`config.mk`:
```
export PLATFORM = sky130hd
export DESIGN_NAME = elevator_request_scheduler
export DESIGN_NICKNAME = d
export VERILOG_FILES = /design/src/rtl/elevator_request_scheduler.sv
export SDC_FILE = /design/constraint.sdc
export NUM_CORES = 1
export LEC_CHECK = 0
export ABC_AREA = 1
export CAP_MARGIN = 20
export CORE_MARGIN = 2
export CORE_UTILIZATION = 50
export DETAILED_ROUTE_END_ITERATION = 10
export PLACE_DENSITY = 0.82
export SLEW_MARGIN = 20
export SYNTH_ARGS = -nofsm -noshare
export SYNTH_HDL_FRONTEND = slang
export SYNTH_SLANG_ARGS = --single-unit
```
`constraint.sdc`:
```
create_clock -name clk -period 2.7 [get_ports clk]
set_input_delay 0.54 -clock clk [delete_from_list [all_inputs] [get_ports clk]]
set_output_delay 0.54 -clock clk [all_outputs]
set_load 0.01 [all_outputs]
```
`src/rtl/elevator_request_scheduler.sv`:
```
// ---------------------------------------------------------------------------
// elevator_request_scheduler
//
// Latches per-floor call buttons into a pending-request bitmap and selects
// the next floor to serve with a directional (SCAN) sweep. The selected
// floor is handed to the downstream motor/door controller on floor_request,
// and a request is retired when the controller reports door_open at it.
// A car sweeping in one direction is never retargeted behind itself; a
// new request between the car and its target, ahead of it, pulls the
// target in to the nearer floor.
//
// Ports:
//   clk            system clock, rising edge
//   reset          synchronous, active-high; clears all state
//   call_btn       per-floor call buttons (bit i = floor i), level or pulse
//   current_floor  floor the car is at or passing
//   door_open      one-cycle pulse when the door opens at current_floor
//   floor_request  registered target floor for the controller
//   request_valid  registered; high while any request is pending
//   pending        registered pending-request bitmap
//   dir_up         registered; sweeping upward
//   dir_down       registered; sweeping downward
// ---------------------------------------------------------------------------
module elevator_request_scheduler #(
    parameter int FLOOR_W    = 2,
    parameter int NUM_FLOORS = 2 ** FLOOR_W
) (
    input  logic                  clk,
    input  logic                  reset,
    input  logic [NUM_FLOORS-1:0] call_btn,
    input  logic [FLOOR_W-1:0]    current_floor,
    input  logic                  door_open,
    output logic [FLOOR_W-1:0]    floor_request,
    output logic                  request_valid,
    output logic [NUM_FLOORS-1:0] pending,
    output logic                  dir_up,
    output logic                  dir_down
);

    typedef enum logic [1:0] {
        SCH_IDLE = 2'd0,
        SCH_UP   = 2'd1,
        SCH_DOWN = 2'd2
    } sch_state_t;

    sch_state_t state;

    logic [NUM_FLOORS-1:0] clr;
    logic                  here;
    logic                  above_any;
    logic [FLOOR_W-1:0]    above_low;
    logic                  below_any;
    logic [FLOOR_W-1:0]    below_high;

    // Retire the request at the floor where the door just opened. A press
    // at that floor in the same cycle is dropped because clear is applied
    // after the OR.
    assign clr  = door_open ? (NUM_FLOORS'(1) << current_floor) : '0;
    assign here = pending[current_floor];

    // Nearest pending floor strictly above and strictly below the car,
    // derived from the registered bitmap.
    always_comb begin
        // NOTE: every output of a combinational block gets a default first
        // so no path leaves it unassigned, which would infer a latch.
        above_any  = 1'b0;
        above_low  = '0;
        below_any  = 1'b0;
        below_high = '0;
        // Descending scan: the last hit is the lowest index above the car.
        for (int i = NUM_FLOORS - 1; i >= 0; i--) begin
            if (pending[i] && (i > int'(current_floor))) begin
                above_any = 1'b1;
                above_low = FLOOR_W'(i);
            end
        end
        // Ascending scan: the last hit is the highest index below the car.
        for (int i = 0; i < NUM_FLOORS; i++) begin
            if (pending[i] && (i < int'(current_floor))) begin
                below_any  = 1'b1;
                below_high = FLOOR_W'(i);
            end
        end
    end

    // State, target and all outputs are registered together so the
    // controller sees a consistent (floor_request, dir_*) pair.
    always_ff @(posedge clk) begin
        if (reset) begin
            // NOTE: non-blocking assignments throughout sequential logic so
            // every register samples the pre-edge values of the others.
            state         <= SCH_IDLE;
            pending       <= '0;
            floor_request <= '0;
            request_valid <= 1'b0;
            dir_up        <= 1'b0;
            dir_down      <= 1'b0;
        end else begin
            pending       <= (pending | call_btn) & ~clr;
            request_valid <= |pending;

            case (state)
                SCH_UP: begin
                    // at_or_above: the current floor counts as "ahead".
                    if (here || above_any) begin
                        state         <= SCH_UP;
                        floor_request <= here ? current_floor : above_low;
                    end else if (below_any) begin
                        state         <= SCH_DOWN;
                        floor_request <= below_high;
                    end else begin
                        state         <= SCH_IDLE;
                        floor_request <= current_floor;
                    end
                end
                SCH_DOWN: begin
                    if (here || below_any) begin
                        state         <= SCH_DOWN;
                        floor_request <= here ? current_floor : below_high;
                    end else if (above_any) begin
                        state         <= SCH_UP;
                        floor_request <= above_low;
                    end else begin
                        state         <= SCH_IDLE;
                        floor_request <= current_floor;
                    end
                end
                default: begin
                    // Idle prefers serving the current floor, then upward.
                    if (here) begin
                        state         <= SCH_IDLE;
                        floor_request <= current_floor;
                    end else if (above_any) begin
                        state         <= SCH_UP;
                        floor_request <= above_low;
                    end else if (below_any) begin
                        state         <= SCH_DOWN;
                        floor_request <= below_high;
                    end else begin
                        state         <= SCH_IDLE;
                        floor_request <= current_floor;
                    end
                end
            endcase

            // Direction flags mirror the state being entered this edge.
            dir_up   <= 1'b0;
            dir_down <= 1'b0;
            case (state)
                SCH_UP: begin
                    if (here || above_any) dir_up   <= 1'b1;
                    else if (below_any)    dir_down <= 1'b1;
                end
                SCH_DOWN: begin
                    if (here || below_any) dir_down <= 1'b1;
                    else if (above_any)    dir_up   <= 1'b1;
                end
                default: begin
                    if (!here && above_any)                   dir_up   <= 1'b1;
                    else if (!here && !above_any && below_any) dir_down <= 1'b1;
                end
            endcase
        end
    end

endmodule
```
==> metrics <==
1st-iter DRT viols 16; ys flop type dfxtp_1; I/O Pins 18; Pre-Repair DR Iteration Count 6; cts repair resizes 0; worst-margin pin slew 493.2 ps; Top cell by count, worst path nand2_1; Worst Path Max Fanout 13; maxcap violations 0; CTS Hold Bufs 0; Finished Layout Cells about 140; Crit path required time 2910 ps; CP Capture Type flop; CTS Sinks 10; RSZ-0062 raised after global routing false; CTS root buf clkbuf_4; vias in the first global route 551; Max Freq approximately 0.51 GHz; syn_nets 112; Initial Util 0.5337; layout cells sized above 1 0.1750; Diodes inserted 0; top cells by count, synth nand2_1 (24), inv_1 (12), dfxtp_1 (10), nand3_1 (9), nand2_2 (7); most frequent cell after synthesis nand2_1; WL/cell 11.04 um; first-pass GRT wire length 2235 um; flops & latches, synth 10; Cell Chain, Critical Path clkdlybuf4s50_1 -> nor2_1 -> nand2_1 -> nand2_1 -> nand2_1 -> nand2_1 -> inv_1 -> nand2_1 -> nand2_1 -> a21oi_1; GP Congestion roughly 0.87; area leader, netlist dfxtp_1; worst skew pair latency roughly 270 ps; total power per unit cell area between 500 and 600 nW/um^2; Worst Path Arrival about 2200 ps; synth unique cells 22; Synth async-reset ratio 0; fillers roughly 120; Worst path slowest cell clkdlybuf4s50_1; number of vias per cell slightly above 5; Tcrit/Tclk final 0.7318; Peak VDD IR 0.0002623 V; Core Rows 13; antenna violations before repair 0; Setup CP Type in -> reg; WL final 1491 um; Slew Viols, Final 0; critical path's largest stage delay 660 ps; Detailed Place HPWL 1151 um; CP Buf/Inv Count 2; Crit path max-delay family simple AND/OR/NAND/NOR gates; Core Area 1301 sq um; Mapped Cells around 100; DRT antenna net count 0; Worst-path clk slew 80 ps; status completed; die area 1703 sq um; Multi-input gate area 407.9 sq um; synth top area cells dfxtp_1 (29%), nand2_1 (13%), nand3_1 (6.5%); final hold viol count 0; EDFF count, synth 0; post-layout min period between 1500 and 2000 ps; DR vias 681; syn avg cell area 6.875 sq um; worst min path class reg -> reg; Area Overhead vs Synth 29.19%; Residual DRC 0; Final Util 0.6894; Synth Cell Area between 600 and 700 sq um; IO Port Bufs 17; yosys warns 0; Setup Fix Bufs, Post-CTS 0; Final #Nets between 100 and 150; Max clock buf depth 2; total track usage 0.2183; H-tree Lvls 1; CTS tree yes; CP Launch Type input port; maximum number of pins on one net before global-route repair 14; Placed Instances 131; register area share after synthesis 0.2883; Num CTS Buffers 3; reg-to-reg slack, setup 1190 ps; Synth top area share 0.2883; hold_ws 568.2 ps; TNS Setup 0 ps; clock skew around 1.5 ps; gr ovfl total 0; relative slew slack 0.6702; total power 0.4655 mW; Final setup viols 0; die height 41.27 um; Register Area between 200 and 250 sq um; P_leak 0.4282 nW; Die Wd 41.27 um
per-layer routing:
| metal | vias to the layer above | global-route usage | share of wire | wire length, um |
|---|---|---|---|---|
| met5 | - | 0 | 0 | 0 |
| met4 | 0 | 0.1452 | 0.024 | 36 |
| met3 | 4 | 0.08696 | 0.063 | 94 |
| met2 | 29 | 0.3711 | 0.48 | 709 |
| met1 | 278 | 0.2161 | 0.44 | 650 |
| li1 | 370 | - | - | - |
state kept, by name, summed over array words and instances (netlist names):
| name | count |
|---|---|
| request_valid | 1 |
| dir_up | 1 |
| pending | 4 |
| dir_down | 1 |
| state | 1 |
| floor_request | 2 |
cells by family (layout without fill, tap and decap cells):
family	count (synthesis)	count (layout)	share of synthesized area
simple gates	50	50	0.3910
compound gates	20	20	0.1604
buf+inv	19	38	0.1243
flops	10	10	0.2883
fa+ha+maj	2	2	0.03603
layout by cell type, fill, tap and decap left out:
cell type / synthesis / routed
a21boi_0: 1 / 1
a21oi_1: 5 / 5
a31oi_1: 5 / 5
clkbuf_4: 0 / 3
clkbuf_8: 0 / 1
clkdlybuf4s50_1: 0 / 17
clkinv_1: 1 / 1
dfxtp_1: 10 / 10
ha_1: 2 / 2
inv_1: 12 / 12
inv_2: 4 / 4
nand2_1: 24 / 24
nand2_2: 7 / 7
nand2_4: 1 / 1
nand3_1: 9 / 9
nand3_2: 3 / 3
nand3b_1: 1 / 1
nor2_1: 2 / 2
nor2_4: 1 / 1
nor2_8: 1 / 1
nor3_1: 1 / 1
o211ai_1: 1 / 1
o21ai_0: 5 / 5
o21ai_1: 3 / 3
cell type report:
class / instances / share of cell area
timing repair buffer: 17 / 0.1897
sequential: 10 / 0.2232
clock buffer: 4 / 0.04045
multi-input combinational: 72 / 0.4547
inverter: 17 / 0.07113
tap: 15 / 0.02092
tightest hold or removal path, stage by stage, from the launching register on:
cell	delay, ps
dfxtp_1	340
inv_1	100
a31oi_1	80
report_power, final:
group / switching [mW] / total (mW) / internal, mW
sequential: 0.0110 / 0.173 / 0.162
combinational: 0.0803 / 0.150 / 0.0694
clock: 0.0606 / 0.143 / 0.0820
path summary, 6_finish.rpt:
kind / startpoint / to / cells after the start
max: current_floor[1] / floor_request[0] / 10
min: pending[0] / request_valid / 2
max reg2reg: dir_up / floor_request[0] / 12
min reg2reg: pending[0] / request_valid / 2
stage by stage:
| stage | cell area [sq um] | worst slack [ps] |
|---|---|---|
| 4_1_cts | 897.1 | 739.2 |
| 6_report | 897.1 | 724.2 |
| 2_1_floorplan | 694.4 | 1280 |
| 3_3_place_gp | 860.8 | 500.4 |
| 3_5_place_dp | 860.8 | 465.4 |
| 5_1_grt | 897.1 | 534.6 |
Power figures use the tool's default switching activity.
